File: src/rtl/multicycle_controller.sv
// Multicycle CPU control FSM: FETCH -> DECODE -> EXEC -> [MEM] -> [WB].
// Drives datapath latch enables and the imem/dmem request handshakes, with a
// memory wait timeout that parks the machine in HALT with a sticky error.
// Optional performance counters are built when MULTICYCLE_CTRL_PERF_CNT_EN is defined.
module multicycle_controller #(
   parameter int MEM_TIMEOUT = 15,
   parameter int CNT_WIDTH   = 32
) (
   input  logic       clk,
   input  logic       rst,
   input  logic       isLoad,
   input  logic       isStore,
   input  logic       isBranch,
   input  logic       brTaken,
   input  logic       imemReady,
   input  logic       dmemReady,
   output logic       imemReq,
   output logic       irWrEnable,
   output logic       aluRegWrEnable,
   output logic       pcWrEnable,
   output logic       pcSelBranch,
   output logic       dmemReq,
   output logic       dataWrEnable,
   output logic       rfWrEnable,
   output logic       rfWrSelLoad,
   output logic [2:0] state,
   output logic       timeoutErr
`ifdef MULTICYCLE_CTRL_PERF_CNT_EN
   ,
   output logic [CNT_WIDTH-1:0] cycleCount,
   output logic [CNT_WIDTH-1:0] retiredCount
`endif
);

   // Wait counter only needs to reach MEM_TIMEOUT; it saturates at all-ones.
   localparam int WCW = (MEM_TIMEOUT < 2) ? 1 : $clog2(MEM_TIMEOUT + 1);
   localparam logic [WCW-1:0] TO_VAL = WCW'(MEM_TIMEOUT);

   typedef enum logic [2:0] {
      S_FETCH  = 3'd0,
      S_DECODE = 3'd1,
      S_EXEC   = 3'd2,
      S_MEM    = 3'd3,
      S_WB     = 3'd4,
      S_HALT   = 3'd5
   } state_t;

   state_t         state_q, state_d;
   logic [WCW-1:0] wcnt_q, wcnt_d, wcnt_inc;
   logic           to_q, to_d;
   logic           to_hit;

   logic imem_c, ir_c, alu_c, pcw_c, pcs_c, dmem_c, dw_c, rfw_c, rfs_c;

   // Next state, wait counter and the raw (pre-reset-mask) control outputs.
   always_comb begin
      state_d  = state_q;
      wcnt_d   = wcnt_q;
      to_d     = to_q;
      imem_c   = 1'b0;
      ir_c     = 1'b0;
      alu_c    = 1'b0;
      pcw_c    = 1'b0;
      pcs_c    = 1'b0;
      dmem_c   = 1'b0;
      dw_c     = 1'b0;
      rfw_c    = 1'b0;
      rfs_c    = 1'b0;
      wcnt_inc = (wcnt_q == '1) ? wcnt_q : wcnt_q + 1'b1;
      to_hit   = (MEM_TIMEOUT != 0) && (wcnt_q == TO_VAL);
      case (state_q)
         S_FETCH: begin
            imem_c = 1'b1;
            if (imemReady) begin
               ir_c    = 1'b1;
               state_d = S_DECODE;
               wcnt_d  = '0;
            end else if (to_hit) begin
               state_d = S_HALT;
               to_d    = 1'b1;
            end else begin
               wcnt_d = wcnt_inc;
            end
         end
         S_DECODE: begin
            state_d = S_EXEC;
            wcnt_d  = '0;
         end
         S_EXEC: begin
            alu_c  = 1'b1;
            wcnt_d = '0;
            // Branch overrides memory classes; load wins over store later in MEM.
            if (isBranch) begin
               pcw_c   = 1'b1;
               pcs_c   = brTaken;
               state_d = S_FETCH;
            end else if (isLoad || isStore) begin
               state_d = S_MEM;
            end else begin
               state_d = S_WB;
            end
         end
         S_MEM: begin
            dmem_c = 1'b1;
            dw_c   = isStore & ~isLoad;
            if (dmemReady) begin
               wcnt_d = '0;
               if (isLoad) begin
                  state_d = S_WB;
               end else begin
                  pcw_c   = 1'b1;
                  state_d = S_FETCH;
               end
            end else if (to_hit) begin
               state_d = S_HALT;
               to_d    = 1'b1;
            end else begin
               wcnt_d = wcnt_inc;
            end
         end
         S_WB: begin
            rfw_c   = 1'b1;
            rfs_c   = isLoad;
            pcw_c   = 1'b1;
            state_d = S_FETCH;
            wcnt_d  = '0;
         end
         S_HALT: begin
            state_d = S_HALT;
         end
         default: begin
            state_d = S_FETCH;
            wcnt_d  = '0;
         end
      endcase
   end

   // State, wait counter and sticky timeout flag.
   always_ff @(posedge clk or posedge rst) begin
      if (rst) begin
         state_q <= S_FETCH;
         wcnt_q  <= '0;
         to_q    <= 1'b0;
      end else begin
         state_q <= state_d;
         wcnt_q  <= wcnt_d;
         to_q    <= to_d;
      end
   end

   // Reset masks every control output immediately, not just at the next edge.
   assign imemReq        = imem_c & ~rst;
   assign irWrEnable     = ir_c   & ~rst;
   assign aluRegWrEnable = alu_c  & ~rst;
   assign pcWrEnable     = pcw_c  & ~rst;
   assign pcSelBranch    = pcs_c  & ~rst;
   assign dmemReq        = dmem_c & ~rst;
   assign dataWrEnable   = dw_c   & ~rst;
   assign rfWrEnable     = rfw_c  & ~rst;
   assign rfWrSelLoad    = rfs_c  & ~rst;
   assign state          = state_q;
   assign timeoutErr     = to_q;

`ifdef MULTICYCLE_CTRL_PERF_CNT_EN
   logic [CNT_WIDTH-1:0] cyc_q, cyc_d, ret_q, ret_d;

   // Cycle count stops in HALT; retired count tracks PC writes. Both wrap.
   always_comb begin
      cyc_d = (state_q != S_HALT) ? cyc_q + 1'b1 : cyc_q;
      ret_d = pcWrEnable ? ret_q + 1'b1 : ret_q;
   end

   // Performance counter registers.
   always_ff @(posedge clk or posedge rst) begin
      if (rst) begin
         cyc_q <= '0;
         ret_q <= '0;
      end else begin
         cyc_q <= cyc_d;
         ret_q <= ret_d;
      end
   end

   assign cycleCount   = cyc_q;
   assign retiredCount = ret_q;
`endif

endmodule

File: config.mk
export PLATFORM = sky130hd
export DESIGN_NAME = multicycle_controller
export DESIGN_NICKNAME = d
export VERILOG_FILES = /design/src/rtl/multicycle_controller.sv
export SDC_FILE = /design/constraint.sdc
export NUM_CORES = 1
export LEC_CHECK = 0
export ABC_CLOCK_PERIOD_IN_PS = 1550
export CAP_MARGIN = 15
export CORE_MARGIN = 4
export CORE_UTILIZATION = 44
export DETAILED_ROUTE_END_ITERATION = 12
export PLACE_DENSITY = 0.77
export SYNTH_ARGS = -nofsm -noshare
export SYNTH_HDL_FRONTEND = slang
export SYNTH_SLANG_ARGS = --single-unit
File: constraint.sdc
create_clock -name clk -period 1.55 [get_ports clk]
set_clock_uncertainty 0.2 [all_clocks]
set_input_delay 0.2325 -clock clk [delete_from_list [all_inputs] [get_ports clk]]
set_output_delay 0.2325 -clock clk [all_outputs]
set_load 0.02 [all_outputs]
* Word-level counts from Yosys, hierarchy flattened
Cells that the tools add are included.
Word-level totals: bits in registers 8, input port bits 8, output and inout bits 13, word-level logic and storage cells 57
Operators by class: add/sub/neg operators 1, eq/ne operators 8, multiplexer cells 29, bitwise logic cells 12, reductions and logical operators 4
Operators with widths (count):
- $mux W3 | 6
- $mux W1 | 16
- $pmux W3 S5 | 1
- $mux W4 | 3
- $pmux W4 S3 | 1
- $and A1 B1 Y1 | 10
- $eq A3 B2 Y1 const B | 2
- $eq A3 B3 Y1 const B | 2
- $add A4 B1 Y4 const B | 1
- $eq A4 B4 Y1 const B | 1
- $ne A2 B2 Y1 const B | 2
- $eq A3 B1 Y1 const B | 1
- $logic_not A3 Y1 | 1
- $pmux W1 S3 | 1
- $reduce_and A3 Y1 | 1
- $not A1 Y1 | 2
- $pmux W1 S2 | 1
- $reduce_bool A2 Y1 | 1
- $logic_or A1 B1 Y1 | 1

* Depth between registers and ports, before layout
depth after elaboration 4, gate-level depth with buffers 4, gate-level depth less buffers 4

* Least setup slack after synthesis
No wires, ideal clock.
kind reg2out, start point register state_q[0] (netlist: state[0]), end point output irWrEnable, arrival 1808 ps, required time 1117 ps, setup slack -690 ps, cell stages (with the launch flop) 4, path buffers 1, path through dfrtp_1 -> buf_4 -> nor4_1 -> and2_1
Between the ends: word-level cells in the longest chain between the ends 3
RTL lines:
- from (decl) | line 48 | state_t state_q, state_d;
- from (signal assigned) | line 145 | state_q <= state_d;
- $logic_not A3 Y1 | line 71 | case (state_q)
- $mux W1 | line 71
- $and A1 B1 Y1 | line 153 | assign irWrEnable = ir_c & ~rst;
- to (decl) | line 18 | output logic irWrEnable,
No other way between the ends.

* Worst setup path after layout
start point register state_q[0] (netlist: state[0]), end point output pcWrEnable
Between the ends: word-level cells in the longest chain between the ends 3, elaborated cells between the ends (all ways) 5, those cells by class eq/ne: 3; mux: 1; bitwise: 1
RTL lines:
- $eq A3 B3 Y1 / $eq A3 B2 Y1 (equally long branches) | line 71
- $pmux W1 S3 * | line 71
- $and A1 B1 Y1 * | line 155 | assign pcWrEnable = pcw_c & ~rst;
- to (decl) | line 20 | output logic pcWrEnable,
Mark *: on every way between the ends. The rest lies on a longest branch, timed or not.

==> results.cfg <==
[cells_and_area]
drive_above_1_share_pct = 58.54
layout_commonest_cell = buf_4
fillers = 62
diodes = 0
final_cell_mix = 27 x buf_4, 13 x buf_6, 6 x inv_1, 6 x clkdlybuf4s50_1
nets = 133
area_growth_pct = 92.69

[place]
hpwl_microns = 1473
io_buffers = 20
gp_congestion = 0.7461

[synthesis]
synth-main-ff-cell = dfrtp_1
synth_area_leaders = dfrtp_1 32%, o211ai_1 5.9%, inv_1 4.2%
synth_top_area_cell = dfrtp_1
synthCells = 71
yosys.area.top_type_share_pct = 31.62
synth_edf_count = 0
synth_seq_cells = 8
netlist-cell-type-count = 32
synth_warnings = 0
synth.net_count = 80
avgSynthCellArea_sq_um = 8.917
syn_area_sq_um = 633.1
ys_async_sr_fraction_pct = 100.0
yosysSeqAreaShare_pct = 31.62

[power]
p_comb_share_pct = 68.9
internal_power_w = 0.001036
p_seq_share_pct = 20.9
p_leak_nw = 0.5524
p_sw_w = 0.0007873
p_clk_share_pct = 10.2
vdd_drop_max_mv = 0.8647
power_density_nw_per_um2 = 1495
sw_frac_of_total_pct = 43.18

[clock_network]
h-tree-depth = 1
hold_buffers = 0
worstSkewPairLatency_ns = 0.27
cts_buffer_depth = 2
cts_tree = built
clk_pin_slew_ns = 0.07
cts-buffers-inserted = 3
clock-sinks = 8
cts_root_buf = clkbuf_4

[critical_path]
crit_arrival_ns = 1.42
worst-path-buf-inv = 1
slowest_delay_ns = 0.47
path_class = reg -> out
slowest_stage = dfrtp_2
cp.required_ns = 1.12
r2r_cells = 6
ff2ff_setup_slack_ns = -0.22
reg2reg_from = state[2]
critPathCaptureType = output port
crit_family = flip-flops
cp_max_fo = 8
cp_cell_sequence = and3b_1 -> o211ai_1 -> a21oi_2 -> buf_2
timing.rr.end = wcnt_q[2]
worst_setup_path_start_kind = flip-flop

[timing]
max-slew-margin-rel_pct = 75.56
tightest_slew_ns = 0.3662
final_hold_viol_count = 0
tns_ns = -3.060
grt_setup_unrepaired = true
min_period_over_period_pct = 119.4
slew_violations = 0
hold_ws_ns = 0.09280
finalSetupViolCount = 18
fin_ws_ns = -0.3010
fmax_mhz = 540.3
fin_crit_ns = 1.851

[die]
fp.dieH_microns = 45.93
io_pins = 21
dieArea_sq_um = 2110
rows = 13
die_w_microns = 45.93
core_area_sq_um = 1334
initial_core_util_pct = 47.47

[detailed_routing]
drt_iter0_drc = 11
dr.pass1.iters = 4
via_per_inst = 5.754
drt-wirelength-per-cell_microns = 18.36
drc = 0
routed_wl_microns = 2534
vias = 794
antenna_left = 0

[global_route]
grt_max_degree = 9
grt_pass1_vias = 735
grt_overflow = 0
grt_pass1_wl_microns = 3470
track_usage_pct = 23.19
antenna_found_initial = 0

[status]
status = finished with violations
violations = negative setup slack

[flow_run]
cap_violations = 0

[hold_path]
hp-class = in -> async
[worst min-delay path: stages]
cell and delay (ns):
dlygate4sd2_1 0.28, buf_4 0.17, inv_1 0.28
[power groups by stage]
stage,logic (W),clock network (W),registers [W]
3_3_place_gp,0.000902,0,0.000374
2_1_floorplan,0.000510,0,0.000379
5_1_grt,0.00134,0.000194,0.000389
4_1_cts,0.00105,0.000185,0.000387
6_report,0.00126,0.000186,0.000381
3_5_place_dp,0.000925,0,0.000384
[layer usage]
layer	vias up	global-route usage [%]	wire (microns)	part of all wire (%)
met3	7	4.348	91	3.6
met5	-	0	0	0
met4	0	9.091	42	1.7
met2	20	39.01	1335	53
li1	369	-	-	-
met1	398	28.71	1064	42
[what timing repair did]
action / in CTS / in global routing
hold endpoints to repair: 0 / 0
endpoints found under the setup margin: 19 / 19
pin swaps: 6 / 13
buffers inserted: 4 / 7
resized for setup: 73 / 17
[worst max path at each step]
| stage | slack [ns] | to | startpoint | cells after the start |
|---|---|---|---|---|
| 2_1_floorplan | -0.19 | rfWrSelLoad | state[0] | 3 |
| 3_3_place_gp | -0.77 | irWrEnable | rst | 5 |
| 3_5_place_dp | -0.79 | irWrEnable | rst | 5 |
| 4_1_cts | -0.25 | pcWrEnable | state[0] | 4 |
| 5_1_grt | -0.34 | rfWrSelLoad | state[2] | 4 |
| 6_report | -0.30 | pcWrEnable | state[0] | 4 |
[through the flow]
stage	cell area, sq um	setup slack (ns)	total power [W]	util, %	cells
floorplan	698.2	-0.1887	0.0008890	-	71
global placement	1045	-0.7715	0.001276	78.33	124
detailed placement	1045	-0.7939	0.001308	78.33	124
CTS	1127	-0.2470	0.001621	84.52	132
global route	1220	-0.3366	0.001918	91.46	138
finish	1220	-0.3010	0.001823	91.46	138
[cell usage after synthesis, types with 2 or more instances]
cell type / n
a21oi_1: 2
nor2b_1: 2
o211ai_1: 5
and2_1: 3
nand2_1: 3
and3_1: 2
nand3_1: 2
buf_4: 2
nor2_1: 3
o21ai_0: 3
a22oi_1: 3
nor3_1: 3
dfrtp_1: 8
inv_1: 7
and3b_1: 3
nand2b_1: 4
[sequential cells by signal (all words and copies together) (netlist names)]
signal and flops:
timeoutErr 1, wcnt_q 4, state 3
[cell type report]
cell class / count / area [sq um] / area share (%)
tap: 15 / 18.77 / 1.538
clock buffer: 4 / 26.28 / 2.154
multi-input combinational: 53 / 500.5 / 41.03
timing repair buffer: 51 / 441.7 / 36.21
sequential: 8 / 203.9 / 16.72
inverter: 7 / 28.78 / 2.359
[logic make-up (layout without fill, tap and decap cells)]
family / Yosys count / count (layout) / synth area share, %
adders and majority gates: 1 / 1 / 1.976
DFF: 8 / 8 / 31.62
and+or+nand+nor: 31 / 31 / 34.98
buffers and inverters: 10 / 62 / 8.300
AOI/OAI and AO/OA: 21 / 21 / 23.12
(Power assumes the default switching activity.)
